--- src/rtl/gcd_pkg.sv ---
// rtl/gcd_pkg.sv - shared state encoding and default width for the GCD engine
// Purpose: common constants for gcd_engine and gcd_engine_dp.
// Contents: GCD_WIDTH (default operand width), IDLE/CALC/DONE encodings, state_t.
package gcd_pkg;

  localparam int GCD_WIDTH = 8;

  localparam logic [1:0] IDLE = 2'd0;
  localparam logic [1:0] CALC = 2'd1;
  localparam logic [1:0] DONE = 2'd2;

  typedef enum logic [1:0] {
    ST_IDLE = IDLE,
    ST_CALC = CALC,
    ST_DONE = DONE
  } state_t;

endpackage

--- src/rtl/gcd_engine_dp.sv ---
// rtl/gcd_engine_dp.sv - operand registers, subtractors, comparator and result register
// Purpose: datapath for subtractive Euclid, sequenced by strobes from gcd_engine.
// Ports:
//   clk, reset        rising-edge clock, asynchronous active-low reset
//   i_load            capture i_data_a/i_data_b into the operand registers
//   i_sub_a, i_sub_b  replace A with A-B, or B with B-A
//   i_cap             capture the result into the result register
//   i_data_a/b        operands
//   o_lt, o_neq       A<B, A!=B
//   o_a_zero/b_zero   operand register is zero
//   o_data_d          result register
module gcd_engine_dp
  import gcd_pkg::*;
#(
  parameter int WIDTH = GCD_WIDTH
) (
  input  logic             clk,
  input  logic             reset,
  input  logic             i_load,
  input  logic             i_sub_a,
  input  logic             i_sub_b,
  input  logic             i_cap,
  input  logic [WIDTH-1:0] i_data_a,
  input  logic [WIDTH-1:0] i_data_b,
  output logic             o_lt,
  output logic             o_neq,
  output logic             o_a_zero,
  output logic             o_b_zero,
  output logic [WIDTH-1:0] o_data_d
);

  logic [WIDTH-1:0] r_a;
  logic [WIDTH-1:0] r_b;
  logic [WIDTH-1:0] r_d;

  logic [WIDTH-1:0] w_a_minus_b;
  logic [WIDTH-1:0] w_b_minus_a;
  logic [WIDTH-1:0] w_a_next;
  logic [WIDTH-1:0] w_b_next;

  // Only the larger-minus-smaller difference is ever written back.
  assign w_a_minus_b = r_a - r_b;
  assign w_b_minus_a = r_b - r_a;

  assign w_a_next = i_load ? i_data_a : w_a_minus_b;
  assign w_b_next = i_load ? i_data_b : w_b_minus_a;

  assign o_lt     = (r_a < r_b);
  assign o_neq    = (r_a != r_b);
  assign o_a_zero = (r_a == '0);
  assign o_b_zero = (r_b == '0);
  assign o_data_d = r_d;

  always_ff @(posedge clk or negedge reset) begin
    if (!reset) begin
      r_a <= '0;
      r_b <= '0;
      r_d <= '0;
    end else begin
      if (i_load || i_sub_a) r_a <= w_a_next;
      if (i_load || i_sub_b) r_b <= w_b_next;
      // A|B covers all three terminations: both zero gives 0, one zero gives
      // the other operand, and equal operands give A.
      if (i_cap) r_d <= r_a | r_b;
    end
  end

endmodule

--- src/rtl/gcd_engine.sv ---
// rtl/gcd_engine.sv - self-sequencing subtractive-Euclid GCD engine
// Purpose: accepts an operand pair over valid/ready, reduces it one subtraction
// per cycle, returns gcd, iteration count and zero flag over valid/ready.
// Ports:
//   clk, reset                 rising-edge clock, asynchronous active-low reset
//   in_valid, in_ready         operand handshake (in_ready high only in IDLE)
//   data_a, data_b             operands
//   out_valid, out_ready       result handshake (out_valid high only in DONE)
//   data_d, iters, zero        gcd, subtraction count (saturating), both-zero flag
//   busy                       engine is in CALC
module gcd_engine
  import gcd_pkg::*;
#(
  parameter int WIDTH = GCD_WIDTH
) (
  input  logic             clk,
  input  logic             reset,
  input  logic             in_valid,
  output logic             in_ready,
  input  logic [WIDTH-1:0] data_a,
  input  logic [WIDTH-1:0] data_b,
  output logic             out_valid,
  input  logic             out_ready,
  output logic [WIDTH-1:0] data_d,
  output logic [WIDTH-1:0] iters,
  output logic             zero,
  output logic             busy
);

  state_t           r_state;
  logic             r_in_ready;
  logic             r_out_valid;
  logic             r_busy;
  logic             r_zero;
  logic [WIDTH-1:0] r_iters;

  logic w_lt;
  logic w_neq;
  logic w_a_zero;
  logic w_b_zero;
  logic w_calc;
  logic w_done;
  logic w_load;
  logic w_sub_a;
  logic w_sub_b;
  logic w_cap;

  assign w_calc  = (r_state == ST_CALC);
  assign w_done  = w_a_zero | w_b_zero | ~w_neq;
  assign w_load  = (r_state == ST_IDLE) & in_valid;
  assign w_sub_a = w_calc & ~w_done & ~w_lt;
  assign w_sub_b = w_calc & ~w_done & w_lt;
  assign w_cap   = w_calc & w_done;

  gcd_engine_dp #(
    .WIDTH (WIDTH)
  ) u_dp (
    .clk      (clk),
    .reset    (reset),
    .i_load   (w_load),
    .i_sub_a  (w_sub_a),
    .i_sub_b  (w_sub_b),
    .i_cap    (w_cap),
    .i_data_a (data_a),
    .i_data_b (data_b),
    .o_lt     (w_lt),
    .o_neq    (w_neq),
    .o_a_zero (w_a_zero),
    .o_b_zero (w_b_zero),
    .o_data_d (data_d)
  );

  // Handshake flags are registered alongside the state so they never depend
  // combinationally on in_valid or out_ready.
  always_ff @(posedge clk or negedge reset) begin
    if (!reset) begin
      r_state     <= ST_IDLE;
      r_in_ready  <= 1'b1;
      r_out_valid <= 1'b0;
      r_busy      <= 1'b0;
      r_zero      <= 1'b0;
      r_iters     <= '0;
    end else begin
      case (r_state)
        ST_IDLE: begin
          if (in_valid) begin
            r_state    <= ST_CALC;
            r_in_ready <= 1'b0;
            r_busy     <= 1'b1;
            r_iters    <= '0;
          end
        end
        ST_CALC: begin
          if (w_done) begin
            r_state     <= ST_DONE;
            r_busy      <= 1'b0;
            r_out_valid <= 1'b1;
            r_zero      <= w_a_zero & w_b_zero;
          end else if (r_iters != {WIDTH{1'b1}}) begin
            r_iters <= r_iters + 1'b1;
          end
        end
        ST_DONE: begin
          if (out_ready) begin
            r_state     <= ST_IDLE;
            r_out_valid <= 1'b0;
            r_in_ready  <= 1'b1;
          end
        end
        default: begin
          r_state     <= ST_IDLE;
          r_in_ready  <= 1'b1;
          r_out_valid <= 1'b0;
          r_busy      <= 1'b0;
        end
      endcase
    end
  end

  assign in_ready  = r_in_ready;
  assign out_valid = r_out_valid;
  assign busy      = r_busy;
  assign zero      = r_zero;
  assign iters     = r_iters;

endmodule

--- config.mk ---
export PLATFORM = sky130hd
export DESIGN_NAME = gcd_engine
export DESIGN_NICKNAME = d
export VERILOG_FILES = /design/src/rtl/gcd_pkg.sv /design/src/rtl/gcd_engine_dp.sv /design/src/rtl/gcd_engine.sv
export SDC_FILE = /design/constraint.sdc
export NUM_CORES = 1
export LEC_CHECK = 0
export CORE_ASPECT_RATIO = 1.2
export CORE_UTILIZATION = 59
export DETAILED_ROUTE_END_ITERATION = 12
export PLACE_DENSITY = 0.83
export SLEW_MARGIN = 20
export SYNTH_ARGS = -nofsm -noshare
export SYNTH_HDL_FRONTEND = slang
export SYNTH_SLANG_ARGS = --single-unit
--- constraint.sdc ---
create_clock -name clk -period 3.5 [get_ports clk]
set_input_delay 1.05 -clock clk [delete_from_list [all_inputs] [get_ports clk]]
set_output_delay 1.05 -clock clk [all_outputs]
set_load 0.005 [all_outputs]
==> metrics <==
post-synth top area share=33.32%; Antenna Cells=0; Tcrit/Tclk final=76.23%; final antenna-violating net count=0; DRT Wirelength=6.944 mm; Rel. slew slack=42.60%; Setup Buffers After CTS=0; FMAX=0.3748 GHz; Core Region=4561 sq um; clock skew=7.844 ps; Yosys reg bits=38; Critical Path RT=3680 ps; post-route DRC violation count=1; Netlist cell types=57; Worst Tran Pin Value=861.0 ps; Final Max Tran Viols=0; worst skew pair latency=290 ps; largest area contributor in the netlist=dfrtp_1; router iterations before antenna repair=8; Resize count post-CTS=0; Worst-path clk slew=80 ps; mapped cell area=2779 sq um; hold buffer count at CTS=0; Core Util, Final=71.71%; post-route cell area=3271 sq um; num rows=27; final worst path period need=2668 ps; boundary pin count=40; Fillers=364; syn_nets=356; Cells after Synth=310; Via Count=2526; Adder-Cell Fraction of Synth Area=12.25%; TritonCTS clock tree=done; status=finished, violations left; Sequential cell area=952.2 sq um; Synth Flop Type=dfrtp_1; routed length per instance=17.23 microns; die area=4990 sq um; DRT iter0 DRCs=178; Synth Area in Compound Gates=19.50%; nets=390; Synth Area in Simple Gates=24.04%; PwrDens=1149 nW/um^2; H-tree Lvls=2; area grow syn2layout=17.69%; first-pass GRT wire length=11.67 mm; crit path capture type=flop; routed vias/inst=6.268; Synth Area in XOR/XNOR=2.521%; Hold Path Class=flop to flop; CTS buffer count=5; Die Wd=64.65 microns; leak pwr=1.398 nW; Synth Area per Inst=8.964 sq um; final setup violation count=0; layout cell share with drive strength beyond 1=6.957%; gr ovfl total=0; Arrival @ worst endpoint=2850 ps; mux share of post-synthesis cell area=0.3602%; failing checks=DRC; largest net degree at the start of global routing=39; gr usage total=30.23%; total power=3.758 mW; Initial Util=60.93%; EDFF count, synth=0; area of the multi-input gates=1630 sq um; RSZ-0062 raised after global routing=false; root buf cell=clkbuf_8; Critical Path Source Type=flop; vias in the first global route=2404; Worst Path Max Fanout=9; Post-Place Cell Area=3157 sq um; Max-cap violations=0; number of port buffers=39; Fin Setup TNS=0 ps; Crit Path Class=flop to flop; Max Buffers Root-to-Sink=2; gpl congestion=0.9100; peak supply drop=700.8 uV; Final Hold Vio Count=0; Synth async-reset ratio=100.0%; main combinational cell family by area after synthesis=simple AND/OR/NAND/NOR gates; Die H=77.18 microns; sequential share of the synthesized area=34.26%; Area contributors post-synth=dfrtp_1 (33%), ha_1 (11%), nand2_1 (4.7%); DP HPWL=5.051 mm; yosys warns=0; initial antenna violation count=0; clock sinks=38
## cell usage in the layout, fill, tap and decap left out, types with 4 or more instances in the layout
cell type        Yosys  final
nand2_1             35     35
dfrtp_1             37     37
or3_1                5      5
a21oi_1              7      7
o31ai_1              4      4
a31oi_1              5      5
nand2b_1             4      4
ha_1                24     24
inv_1               25     25
or4_1                4      4
nand3_1             16     16
nor3_1               9      9
nor4_1               7      7
o21ai_0             20     20
clkbuf_8             1      5
nor2b_1              5      5
clkdlybuf4s50_1      0     38
xnor2_1              5      5
nor2_1              15     15
a221o_1              4      4
o211ai_1            12     12
## metrics by stage
stage,std cells,setup WS [ps],hold WS [ps]
finish,403,831.9,483.4
global route,403,668.2,531.2
CTS,403,862.0,489.1
detailed placement,395,795.7,470.5
global placement,395,805.3,464.0
floorplan,310,1251,473.3
## synth_stat cells, types with 3 or more instances
master and count:
a221oi_1 3, o21ai_0 20, o21bai_1 3, xnor2_1 5, nor2_1 15, dfrtp_1 37, or4_1 4, and2_1 3
xor2_1 3, a221o_1 4, a211oi_1 3, buf_2 4, or3_1 5, ha_1 24, o31ai_1 4, a31oi_1 5
o211ai_1 12, inv_1 25, nand2_1 35, o311ai_1 3, nor3_1 9, clkbuf_1 4, a21oi_1 7, nor4_1 7
nand2b_1 4, buf_6 3, nor2b_1 5, nand3_1 16
## logic make-up (layout without fill, tap and decap cells)
logic type	Yosys count	after routing
simple gates	120	120
compound gates	77	77
buf+inv	40	75
flops	38	38
fa+ha+maj	26	26
xor+xnor	8	8
mux	1	1
## worst paths after layout
| path | from | endpoint | slack (ps) | depth (start not counted) |
|---|---|---|---|---|
| worst max register to register | u_dp.r_a[0] | u_dp.r_a[6] | 830 | 8 |
| worst min-delay path | u_dp.o_data_d[7] | u_dp.o_data_d[7] | 480 | 2 |
| worst max-delay path | u_dp.r_a[0] | u_dp.r_a[6] | 830 | 8 |
| min in group asynchronous | reset | r_state[1] | 860 | 1 |
| max in group asynchronous | reset | u_dp.r_a[6] | 2100 | 1 |
| worst min register to register | u_dp.o_data_d[7] | u_dp.o_data_d[7] | 480 | 2 |
## state kept, by name (all words and copies together), names as in the netlist
name and cells:
out_valid 1, iters 8, u_dp.o_data_d 8, busy 1, zero 1, u_dp.r_a 8
r_state 2, in_ready 1, u_dp.r_b 8
## layout make-up
| class | count | area share [%] |
|---|---|---|
| multi-input cells | 232 | 49.85 |
| repair buffers | 42 | 12.47 |
| clock buffers | 5 | 2.104 |
| flip-flops and latches | 38 | 29.11 |
| well taps | 58 | 2.219 |
| inverters | 25 | 2.869 |
| clock inverters | 3 | 1.377 |
## critical path, stage by stage, from the launching register on
cell     delay, ps
dfrtp_1        440
inv_1           90
ha_1           220
fa_1           420
or3_4          380
a31oi_2        190
or3_1          360
nand2_4        140
a221o_1        320
## where the power goes
group / internal, mW / switching (mW)
Sequential: 0.647 / 0.216
Combinational: 1.09 / 1.42
Clock: 0.212 / 0.174
## routing by layer
| layer | wire [microns] | up-vias | global-route usage, % |
|---|---|---|---|
| met1 | 2902 | 1228 | 37.96 |
| li1 | - | 1192 | - |
| met5 | 0 | - | 0 |
| met2 | 3584 | 85 | 52.32 |
| met4 | 192 | 0 | 11.11 |
| met3 | 265 | 21 | 3.571 |
No activity file was read; power rests on OpenSTA's default activity.
